$ cat config.mk
export PLATFORM = sky130hd
export DESIGN_NAME = seg_scan_capture
export DESIGN_NICKNAME = d
export VERILOG_FILES = /design/src/rtl/seg_scan_pkg.sv /design/src/rtl/seg_pattern_decode.sv /design/src/rtl/seg_scan_capture.sv
export SDC_FILE = /design/constraint.sdc
export NUM_CORES = 1
export LEC_CHECK = 0
export CAP_MARGIN = 30
export CORE_MARGIN = 2
export CORE_UTILIZATION = 61
export CTS_CLUSTER_DIAMETER = 30
export DETAILED_ROUTE_END_ITERATION = 16
export GPL_TIMING_DRIVEN = 0
export PLACE_DENSITY = 0.94
export SLEW_MARGIN = 15
export SYNTH_ARGS = -nofsm -noshare
export SYNTH_HDL_FRONTEND = slang
export SYNTH_HIERARCHICAL = 1
export SYNTH_SLANG_ARGS = --single-unit
export TNS_END_PERCENT = 1
$ cat constraint.sdc
create_clock -name clk -period 3 [get_ports clk]
set_input_delay 0.6 -clock clk [delete_from_list [all_inputs] [get_ports clk]]
set_output_delay 0.6 -clock clk [all_outputs]
set_load 0.1 [all_outputs]
$ cat src/rtl/seg_scan_pkg.sv
// Shared types, segment patterns and code constants for the seven-segment scan capture path.
package seg_scan_pkg;

  localparam int unsigned SEG_W      = 7;
  localparam int unsigned CODE_W     = 4;
  localparam int unsigned NUM_DIGITS = 4;
  localparam int unsigned DIG_IDX_W  = 2;
  localparam int unsigned CNT_W      = 4;
  localparam int unsigned ERRCNT_W   = 8;

  // Active-low segment patterns, bit 6 = a ... bit 0 = g
  localparam logic [SEG_W-1:0] SEG_PAT_0     = 7'b0000001;
  localparam logic [SEG_W-1:0] SEG_PAT_1     = 7'b1001111;
  localparam logic [SEG_W-1:0] SEG_PAT_2     = 7'b0010010;
  localparam logic [SEG_W-1:0] SEG_PAT_3     = 7'b0000110;
  localparam logic [SEG_W-1:0] SEG_PAT_4     = 7'b1001100;
  localparam logic [SEG_W-1:0] SEG_PAT_5     = 7'b0100100;
  localparam logic [SEG_W-1:0] SEG_PAT_6     = 7'b0100000;
  localparam logic [SEG_W-1:0] SEG_PAT_7     = 7'b0001111;
  localparam logic [SEG_W-1:0] SEG_PAT_8     = 7'b0000000;
  localparam logic [SEG_W-1:0] SEG_PAT_9     = 7'b0001100;
  localparam logic [SEG_W-1:0] SEG_PAT_DASH  = 7'b1111110;
  localparam logic [SEG_W-1:0] SEG_PAT_F     = 7'b0111000;
  localparam logic [SEG_W-1:0] SEG_PAT_BLANK = 7'b1111111;

  localparam logic [CODE_W-1:0] CODE_DASH    = 4'd10;
  localparam logic [CODE_W-1:0] CODE_F       = 4'd11;
  localparam logic [CODE_W-1:0] CODE_BLANK   = 4'd12;
  localparam logic [CODE_W-1:0] CODE_ILLEGAL = 4'd15;

  typedef enum logic [1:0] {
    ST_IDLE    = 2'd0,
    ST_FILTER  = 2'd1,
    ST_HELD    = 2'd2,
    ST_COLLIDE = 2'd3
  } state_e;

  typedef enum logic [1:0] {
    AN_BLANK   = 2'd0,
    AN_SINGLE  = 2'd1,
    AN_COLLIDE = 2'd2
  } an_class_e;

  typedef struct packed {
    logic              illegal;
    logic [CODE_W-1:0] code;
  } seg_decode_t;

  // Classify the active-low anode vector as gap, single digit window or collision.
  function automatic an_class_e classify_an(input logic [NUM_DIGITS-1:0] an);
    an_class_e cls;
    case (an)
      4'b1111:                            cls = AN_BLANK;
      4'b0111, 4'b1011, 4'b1101, 4'b1110: cls = AN_SINGLE;
      default:                            cls = AN_COLLIDE;
    endcase
    return cls;
  endfunction

  // Index of the single low anode; only meaningful for an AN_SINGLE vector.
  function automatic logic [DIG_IDX_W-1:0] active_digit(input logic [NUM_DIGITS-1:0] an);
    logic [DIG_IDX_W-1:0] idx;
    case (an)
      4'b0111: idx = DIG_IDX_W'(3);
      4'b1011: idx = DIG_IDX_W'(2);
      4'b1101: idx = DIG_IDX_W'(1);
      default: idx = DIG_IDX_W'(0);
    endcase
    return idx;
  endfunction

endpackage

$ cat src/rtl/seg_pattern_decode.sv
// Combinational seven-segment pattern to character code decoder; unknown patterns map to
// CODE_ILLEGAL with the illegal flag set.
module seg_pattern_decode
  import seg_scan_pkg::*;
(
  input  logic [SEG_W-1:0] seg,
  output seg_decode_t      dec_c
);

  always_comb begin
    dec_c.illegal = 1'b0;
    dec_c.code    = CODE_BLANK;
    case (seg)
      SEG_PAT_0:     dec_c.code = CODE_W'(0);
      SEG_PAT_1:     dec_c.code = CODE_W'(1);
      SEG_PAT_2:     dec_c.code = CODE_W'(2);
      SEG_PAT_3:     dec_c.code = CODE_W'(3);
      SEG_PAT_4:     dec_c.code = CODE_W'(4);
      SEG_PAT_5:     dec_c.code = CODE_W'(5);
      SEG_PAT_6:     dec_c.code = CODE_W'(6);
      SEG_PAT_7:     dec_c.code = CODE_W'(7);
      SEG_PAT_8:     dec_c.code = CODE_W'(8);
      SEG_PAT_9:     dec_c.code = CODE_W'(9);
      SEG_PAT_DASH:  dec_c.code = CODE_DASH;
      SEG_PAT_F:     dec_c.code = CODE_F;
      SEG_PAT_BLANK: dec_c.code = CODE_BLANK;
      default: begin
        dec_c.code    = CODE_ILLEGAL;
        dec_c.illegal = 1'b1;
      end
    endcase
  end

endmodule

$ cat src/rtl/seg_scan_capture.sv
// Receive side of the multiplexed four-digit seven-segment display: debounces each digit
// window, decodes it and publishes complete 3..0 frames. SEG_CAPTURE_ERRCNT_EN adds err_cnt.
module seg_scan_capture
  import seg_scan_pkg::*;
#(
  parameter int unsigned STABLE_CYCLES = 2
) (
  input  logic              clk,
  input  logic              reset,
  input  logic              an3,
  input  logic              an2,
  input  logic              an1,
  input  logic              an0,
  input  logic [SEG_W-1:0]  seg,
  output logic [CODE_W-1:0] char3,
  output logic [CODE_W-1:0] char2,
  output logic [CODE_W-1:0] char1,
  output logic [CODE_W-1:0] char0,
  output logic              frame_valid,
  output logic              seg_err
`ifdef SEG_CAPTURE_ERRCNT_EN
  ,
  output logic [ERRCNT_W-1:0] err_cnt
`endif
);

  localparam int unsigned      SAMPLE_W   = NUM_DIGITS + SEG_W;
  localparam logic [CNT_W-1:0] STABLE_CNT = CNT_W'(STABLE_CYCLES);
  localparam logic [CNT_W-1:0] CNT_MAX    = '1;

  logic [NUM_DIGITS-1:0]             an;
  logic [NUM_DIGITS-1:0]             an_q;
  logic [SAMPLE_W-1:0]               sample;
  logic [SAMPLE_W-1:0]               sample_q;
  logic [CNT_W-1:0]                  cnt_q;
  logic [CNT_W-1:0]                  cnt_nxt_c;
  an_class_e                         an_cls_c;
  logic                              an_changed_c;
  logic [DIG_IDX_W-1:0]              digit_c;
  seg_decode_t                       dec_c;
  state_e                            state_q;
  state_e                            state_d;
  logic                              capture_c;
  logic                              collide_entry_c;
  logic [NUM_DIGITS-1:0]             mask_q;
  logic [NUM_DIGITS-1:0][CODE_W-1:0] shadow_q;
  logic                              frame_pend_q;
  logic                              err_pend_q;

  assign an           = {an3, an2, an1, an0};
  assign sample       = {an, seg};
  assign an_q         = sample_q[SAMPLE_W-1 -: NUM_DIGITS];
  assign an_cls_c     = classify_an(an);
  assign an_changed_c = (an != an_q);
  assign digit_c      = active_digit(an);

  seg_pattern_decode u_decode (
    .seg   (seg),
    .dec_c (dec_c)
  );

  // Stability counter: restarts at 1 on any change of the sampled bus, saturates otherwise.
  always_comb begin
    cnt_nxt_c = CNT_MAX;
    if (sample != sample_q) begin
      cnt_nxt_c = CNT_W'(1);
    end else if (cnt_q != CNT_MAX) begin
      cnt_nxt_c = cnt_q + CNT_W'(1);
    end
  end

  always_ff @(posedge clk or negedge reset) begin
    if (!reset) begin
      state_q <= ST_IDLE;
    end else begin
      state_q <= state_d;
    end
  end

  // A window already held only leaves HELD when the anode vector itself changes.
  always_comb begin
    state_d = state_q;
    case (an_cls_c)
      AN_COLLIDE: state_d = ST_COLLIDE;
      AN_BLANK:   state_d = ST_IDLE;
      default: begin
        if (state_q == ST_HELD && !an_changed_c) begin
          state_d = ST_HELD;
        end else if (cnt_nxt_c == STABLE_CNT) begin
          state_d = ST_HELD;
        end else begin
          state_d = ST_FILTER;
        end
      end
    endcase
  end

  always_comb begin
    capture_c       = 1'b0;
    collide_entry_c = 1'b0;
    if (state_d == ST_COLLIDE && state_q != ST_COLLIDE) begin
      collide_entry_c = 1'b1;
    end
    if (state_d == ST_HELD && (state_q != ST_HELD || an_changed_c)) begin
      capture_c = 1'b1;
    end
  end

  // Capture datapath: shadows, frame mask and one-cycle pending flags for the outputs.
  always_ff @(posedge clk or negedge reset) begin
    if (!reset) begin
      sample_q     <= '1;
      cnt_q        <= '0;
      mask_q       <= '0;
      shadow_q     <= {NUM_DIGITS{CODE_BLANK}};
      frame_pend_q <= 1'b0;
      err_pend_q   <= 1'b0;
    end else begin
      sample_q     <= sample;
      cnt_q        <= cnt_nxt_c;
      frame_pend_q <= 1'b0;
      err_pend_q   <= 1'b0;
      if (collide_entry_c) begin
        mask_q     <= '0;
        err_pend_q <= 1'b1;
      end else if (capture_c) begin
        shadow_q[digit_c] <= dec_c.code;
        err_pend_q        <= dec_c.illegal;
        case (digit_c)
          DIG_IDX_W'(3): mask_q <= 4'b1000;
          DIG_IDX_W'(0): begin
            frame_pend_q <= &mask_q[NUM_DIGITS-1:1];
            mask_q       <= '0;
          end
          default: mask_q[digit_c] <= 1'b1;
        endcase
      end
    end
  end

  always_ff @(posedge clk or negedge reset) begin
    if (!reset) begin
      char3       <= CODE_BLANK;
      char2       <= CODE_BLANK;
      char1       <= CODE_BLANK;
      char0       <= CODE_BLANK;
      frame_valid <= 1'b0;
      seg_err     <= 1'b0;
    end else begin
      frame_valid <= frame_pend_q;
      seg_err     <= err_pend_q;
      if (frame_pend_q) begin
        char3 <= shadow_q[3];
        char2 <= shadow_q[2];
        char1 <= shadow_q[1];
        char0 <= shadow_q[0];
      end
    end
  end

`ifdef SEG_CAPTURE_ERRCNT_EN
  // Saturating count of seg_err pulses.
  always_ff @(posedge clk or negedge reset) begin
    if (!reset) begin
      err_cnt <= '0;
    end else if (seg_err && err_cnt != '1) begin
      err_cnt <= err_cnt + ERRCNT_W'(1);
    end
  end
`endif

endmodule

==> reports/results.ini, run 1 <==
[clock_tree]
hold_buffers=0
cts_buffer_depth=2
postCtsSetupBuffers=0
numCtsBuffers=5
htreeDepth=2
insertion_delay_ps=320
clk_pin_slew_ps=100
cts-root-buf=clkbuf_8
tritoncts=built
post_cts_resized=0
clkSinkCount=56

[power_and_ir_drop]
p_leak_uw=0.001476
comb_power_share_pct=12.4
power.density_nw_per_um2=409.3
switchingPower_uw=355.9
internal_power_uw=1028
vdd_ir_drop_max_uv=277.4
power.share.clock_pct=30.9
power_frac_seq_pct=56.6
swShare_pct=25.71

[floorplanning]
core-area_um2=4661
die_area_um2=5311
rows=25
start_util_pct=62.09
die-height_um=72.88
ios=31
die_width_um=72.88

[yosys]
synth_area_um2=2894
synthAdderAreaFrac_pct=2.508
synth_most_common_cell=dfrtp_1
yosys-top-cells-count=dfrtp_1 (29), dfstp_2 (27), mux2_2 (16), mux2_4 (16)
synth_compound_area_share_pct=9.166
synth_nets=249
synth_async_sr_flop_share_pct=100.0
synth.distinct_cells=53
ys_seq_area_share_pct=49.59
yosysWarnings=6
yosysTopAreaCell=dfrtp_1
ys_top_cells_by_area=dfrtp_1 (25%), dfstp_2 (25%), mux2_4 (8.3%)
yosys_most_used_dff=dfrtp_1
avgSynthCellArea_um2=12.53
yosys.area_share.simple_pct=13.83
synthXorXnorAreaFrac_pct=5.966
synth_mux_area_share_pct=15.22
syn-instance-count=231
ys_ff_latch=56
yosys.area.top_type_share_pct=25.08
synth_edf_count=0
synth_top_family_by_area=multiplexers

[critical_path]
reg2reg_to=shadow_q[0]$_DFFE_PN0P_
reg2reg_from=sample_q[4]$_DFF_PN1_
cp.arrival_ps=2960
cp.required_ps=3210
reg2regPathDepth=6
end_kind=register
path_max_fanout=10
regToRegSetupSlack_ps=960
critPathKind=in2reg
startpoint_type=input pin

[flow_run]
cap_violations=0

[cells_and_area]
areaGrowthSynthToFinish_pct=16.86
num_antenna_cells=0
finalInstanceArea_um2=3382
drive_gt1_share_pct=34.44
nets=287
final_util_pct=72.56

[grt]
antenna_found_initial=0
grt_max_degree=32
grt_overflow=0
grt_use_total_pct=22.91
grt_pass1_vias=1942
grt_pass1_wl_mm=9.397

[sta]
max_freq_mhz=363.1
worst_slack_ps=246.1
rsz0062_at_grt=false
final.min_clock_period_ps=2754
hold_viol=0
drv_slew=0
setup_violations=0
tightest_slew_ps=979.9
min_period_over_period_pct=91.80
clock_skew_ps=13.57
maxSlewHeadroom_pct=34.47

[routing]
wirelength_mm=5.496
ant_nets=0
route.detailed.drc=0
via_per_inst=6.000
drtIter0Drc=119
vias=1944
drtPass1Iterations=4
wl_per_cell_um=16.96

[placed_design]
place_congestion=0.9806
hpwlAfterDp_mm=3.808
placed_cell_area_um2=3284
io_buffers=30
preCtsSetupSlack_ps=5.184

[hold_path]
hp-class=in2async

[outcome]
status=finished clean

## flip-flops by register name (all words and copies together), names as in the netlist
| signal | count |
|---|---|
| char2 | 4 |
| char3 | 4 |
| sample_q | 11 |
| state_q | 2 |
| shadow_q | 16 |
| char1 | 4 |
| mask_q | 3 |
| seg_err | 1 |
| frame_pend_q | 1 |
| frame_valid | 1 |
| cnt_q | 4 |
| char0 | 4 |
| err_pend_q | 1 |
## worst max path at each step
stage            from                      end  cells past startpoint  slack [ps]
5_1_grt        seg[1]  shadow_q[0]$_DFFE_PN0P_                      8         180
3_3_place_gp    reset       cnt_q[0]$_DFF_PN0_                      1        -180
3_5_place_dp   seg[1]  shadow_q[0]$_DFFE_PN0P_                      8           5
2_1_floorplan  seg[1]  shadow_q[4]$_DFFE_PN0P_                      6         900
6_report       seg[1]  shadow_q[0]$_DFFE_PN0P_                      8         250
4_1_cts        seg[1]  shadow_q[0]$_DFFE_PN0P_                      8         350
## power by group through the flow
| stage | logic (µW) | registers (µW) | clock network [µW] |
|---|---|---|---|
| after floorplan | 92.4 | 809 | 0 |
| after global placement | 159 | 796 | 0 |
| after detailed placement | 169 | 797 | 0 |
| after CTS | 172 | 784 | 445 |
| after global routing | 188 | 786 | 476 |
| final | 172 | 784 | 428 |
## routing by layer
metal / track usage, % / vias to the layer above / wire length, µm / part of all wire [%]
met3: 3.591 / 16 / 223 / 4.1
met4: 7.819 / 0 / 131 / 2.4
li1: - / 901 / - / -
met2: 38.99 / 64 / 2836 / 52
met1: 29.90 / 963 / 2304 / 42
met5: 0 / - / 0 / 0
## per-stage QoR
step / hold WS [ps] / setup TNS (ps) / instances / power [µW]
floorplan: 304.4 / 0 / 231 / 901.5
global placement: 334.8 / -5294 / 315 / 955.2
detailed placement: 346.2 / 0 / 316 / 966.5
CTS: 350.1 / 0 / 324 / 1400
global route: 372.9 / 0 / 324 / 1450
finish: 334.7 / 0 / 324 / 1384
## logic make-up (layout without fill, tap and decap cells)
family	count (synthesis)	after routing
AND/OR/NAND/NOR	62	62
flip-flops	56	56
AO/OA/AOI/OAI	35	35
multiplexers	34	34
buffers and inverters	20	59
XOR/XNOR	18	18
adder cells (fa/ha/maj)	6	6
## worst max-delay path, stage by stage
cell and delay (ps):
clkdlybuf4s50_1 550, buf_2 250, nand2b_1 160, o41ai_1 420
o211a_1 230, a211o_4 120, o2111ai_1 260, mux2_4 360
## cell type report
cell class                      instances  area (µm²)
Buffer                                 12       77.57
Clock buffer                            6       82.58
Clock inverter                          2       15.01
Fill cell                             303        1279
Inverter                                8       30.03
Multi-Input combinational cell        155        1351
Sequential cell                        56        1435
Tap cell                               54       67.56
Timing Repair Buffer                   31       322.8
## cells in the final DEF, fill, tap and decap left out, drive strengths merged, types with 2 or more instances in the layout
master	instances
mux2	32
dfrtp	29
clkdlybuf4s50	29
dfstp	27
xor2	15
nand3	15
nor2	13
buf	11
nand2	10
clkbuf	9
inv	8
o21ai	6
nor3	5
a21oi	5
ha	5
a31oi	4
a21o	3
nand2b	3
xnor2	3
and3	3
and3b	2
or3	2
mux2i	2
clkinvlp	2
or4b	2
o32ai	2
o41ai	2
o311ai	2
nor4	2
o21a	2
and4	2
Power figures use the tool's default switching activity.
==> run 2: changes to the inputs <==
- CORE_UTILIZATION: 61 -> 63
- CTS_BUF_LIST: default -> sky130_fd_sc_hd__clkbuf_8
- PLACE_DENSITY: 0.94 -> 0.95
==> run 2 against run 1 <==
  * Hold slack got worse by 54 ps
  * Wire length fell by 10%
  * Final cell count fell by 0.62%
  * Sequential power barely moved
  * Sequential share of layout area rose by 0.16 points
  * First-iteration DRC count fell by 27%
  * Largest cell class unchanged
  * Highest routed layer unchanged
==> reports/results.ini, run 2 (synthesis gave the netlist of run 1 again) <==
[power_and_ir_drop]
p_leak_uw=0.001478  ; +0.14%
power.density_nw_per_um2=407.9  ; -0.33%
vdd_ir_drop_max_uv=314.1  ; +13%

[routing]
wirelength_mm=4.948  ; -10%
vias=1875  ; -3.5%
wl_per_cell_um=15.37  ; -9.4%
ant_nets=0  ; unchanged
drtIter0Drc=87  ; -27%
route.detailed.drc=0  ; unchanged
drtPass1Iterations=4  ; unchanged
via_per_inst=5.823  ; -3.0%

[sta]
tightest_slew_ps=978.2  ; -1.611 ps
worst_slack_ps=370.7  ; +124.6 ps
clock_skew_ps=16.34  ; +2.776 ps
min_period_over_period_pct=87.64  ; -4.2 points
setup_violations=0  ; unchanged
final.min_clock_period_ps=2629  ; -124.6 ps
drv_slew=0  ; unchanged
max_freq_mhz=380.3  ; +4.7%
timing.hold.ws_ps=280.4  ; -54.23 ps
hold_viol=0  ; unchanged
rsz0062_at_grt=false
maxSlewHeadroom_pct=34.58  ; +0.11 points

[cells_and_area]
top_regs=shadow_q x16, sample_q x11
finalInstanceArea_um2=3369  ; -0.37%
drive_gt1_share_pct=34.44  ; unchanged
multi_input_comb_area_um2=1351  ; unchanged
regMostFlops=shadow_q
nets=287  ; unchanged
n_fill_cell=275  ; -9.2%
num_antenna_cells=0  ; unchanged
areaGrowthSynthToFinish_pct=16.43
register_area_um2=1435  ; unchanged
largest_reg_flops=16  ; unchanged
fin_cells=322  ; -0.62%
layout_common_cells=dfrtp_1 (29), clkdlybuf4s50_1 (29), dfstp_2 (27)

[critical_path]
startpoint_type=input pin
path_max_fanout=10  ; unchanged
cpMaxStageDelayCell=clkdlybuf4s50_1
cp.required_ps=3200  ; about the same
critPathKind=in2reg
slowest_delay_ps=550  ; about the same
cp.arrival_ps=2830  ; -130 ps
cp_cell_sequence=clkdlybuf4s50_1, buf_2, nand2b_1, o41ai_1, o211a_1, a211o_4, o2111ai_1, mux2_4
end_kind=register

[outcome]
status=finished clean

[floorplanning]
start_util_pct=66.01  ; +3.9 points
die_area_um2=5152  ; -3.0%
die_width_um=71.78  ; -1.5%
ios=31  ; unchanged
rows=24  ; -4.0%
core-area_um2=4384  ; -5.9%
die-height_um=71.78  ; -1.5%

[placed_design]
hpwlAfterDp_mm=3.678  ; -3.4%
io_buffers=30  ; unchanged
dp.cells=314  ; -0.63%
placed_cell_area_um2=3274  ; -0.30%
preCtsSetupSlack_ps=104.3  ; +99.15 ps
place_congestion=0.8417  ; -14%

[clock_tree]
numCtsBuffers=5  ; unchanged
postCtsSetupBuffers=0  ; unchanged
hold_buffers=0  ; unchanged
clkSinkCount=56  ; unchanged
insertion_delay_ps=320  ; about the same
cts_buffer_depth=2  ; unchanged
post_cts_resized=0  ; unchanged
htreeDepth=2  ; unchanged
clk_pin_slew_ps=110  ; about the same
tritoncts=built
cts-root-buf=clkbuf_8

[flow_run]
cap_violations=0  ; unchanged

[grt]
grt_overflow=0  ; unchanged
grt_use_total_pct=21.68  ; -1.2 points
antenna_found_initial=0  ; unchanged
grt_pass1_vias=1871  ; -3.7%
grt_pass1_wl_mm=8.769  ; -6.7%
grt_max_degree=31  ; -3.1%

[hold_path]
hp-class=in2async

==> run 2: changes by cell type in the layout (fill, tap and decap cells not counted), sizes merged <==
| cell | before | now |
|---|---|---|
| clkbuf | 9 | 8 |
| clkinv | 0 | 2 |
| inv | 8 | 9 |
| clkinvlp | 2 | 0 |
==> run 2: critical path, delay by kind of cell <==
kind	cells	cell delay, ps
AOI/OAI and AO/OA	4	950
buffers and inverters	2	800
muxes	1	340
and+or+nand+nor	1	150
==> run 2: power by group <==
part | internal [µW] | total [µW] | switching (µW) | leakage, µW
registers | 776 | 784 | 7.12 | 0.000671
clock network | 171 | 421 | 251 | 0.0000487
logic | 63.7 | 170 | 106 | 0.000758
==> run 2: area by class of cell <==
type | count | area share (%)
repair buffers | 31 | 9.358
clock buffers | 5 | 2.042
plain buffers | 12 | 2.302
multi-input cells | 155 | 40.10
clock inverters | 3 | 0.7798
inverters | 8 | 0.8912
well taps | 52 | 1.931
flip-flops and latches | 56 | 42.59
==> run 2: per-layer routing <==
metal	GRT usage (%)	share of wire [%]
met5	0	0
met4	5.660	1.2
met3	4.501	3.6
met2	36.21	51
met1	29.08	45
==> run 2: final timing paths <==
kind / slack [ps] / endpoint / cells past startpoint / start
max: 370 / shadow_q[12]$_DFFE_PN0P_ / 8 / seg[1]
max in group asynchronous: 2080 / char3[3]$_DFFE_PN1P_ / 2 / reset
min reg2reg: 380 / frame_valid$_DFF_PN0_ / 0 / frame_pend_q$_DFF_PN0_
min: 280 / shadow_q[1]$_DFFE_PN0P_ / 1 / reset
min in group clk: 380 / frame_valid$_DFF_PN0_ / 0 / frame_pend_q$_DFF_PN0_
max reg2reg: 970 / shadow_q[13]$_DFFE_PN0P_ / 6 / sample_q[4]$_DFF_PN1_
==> run 2: metrics by stage <==
stage	power, µW	setup TNS, ps	utilization [%]
final	1375	0	76.85
after global routing	1433	0	76.85
after CTS	1386	0	76.85
after detailed placement	965.4	0	74.69
after global placement	955.5	-5694	74.34
after floorplan	901.5	0	-
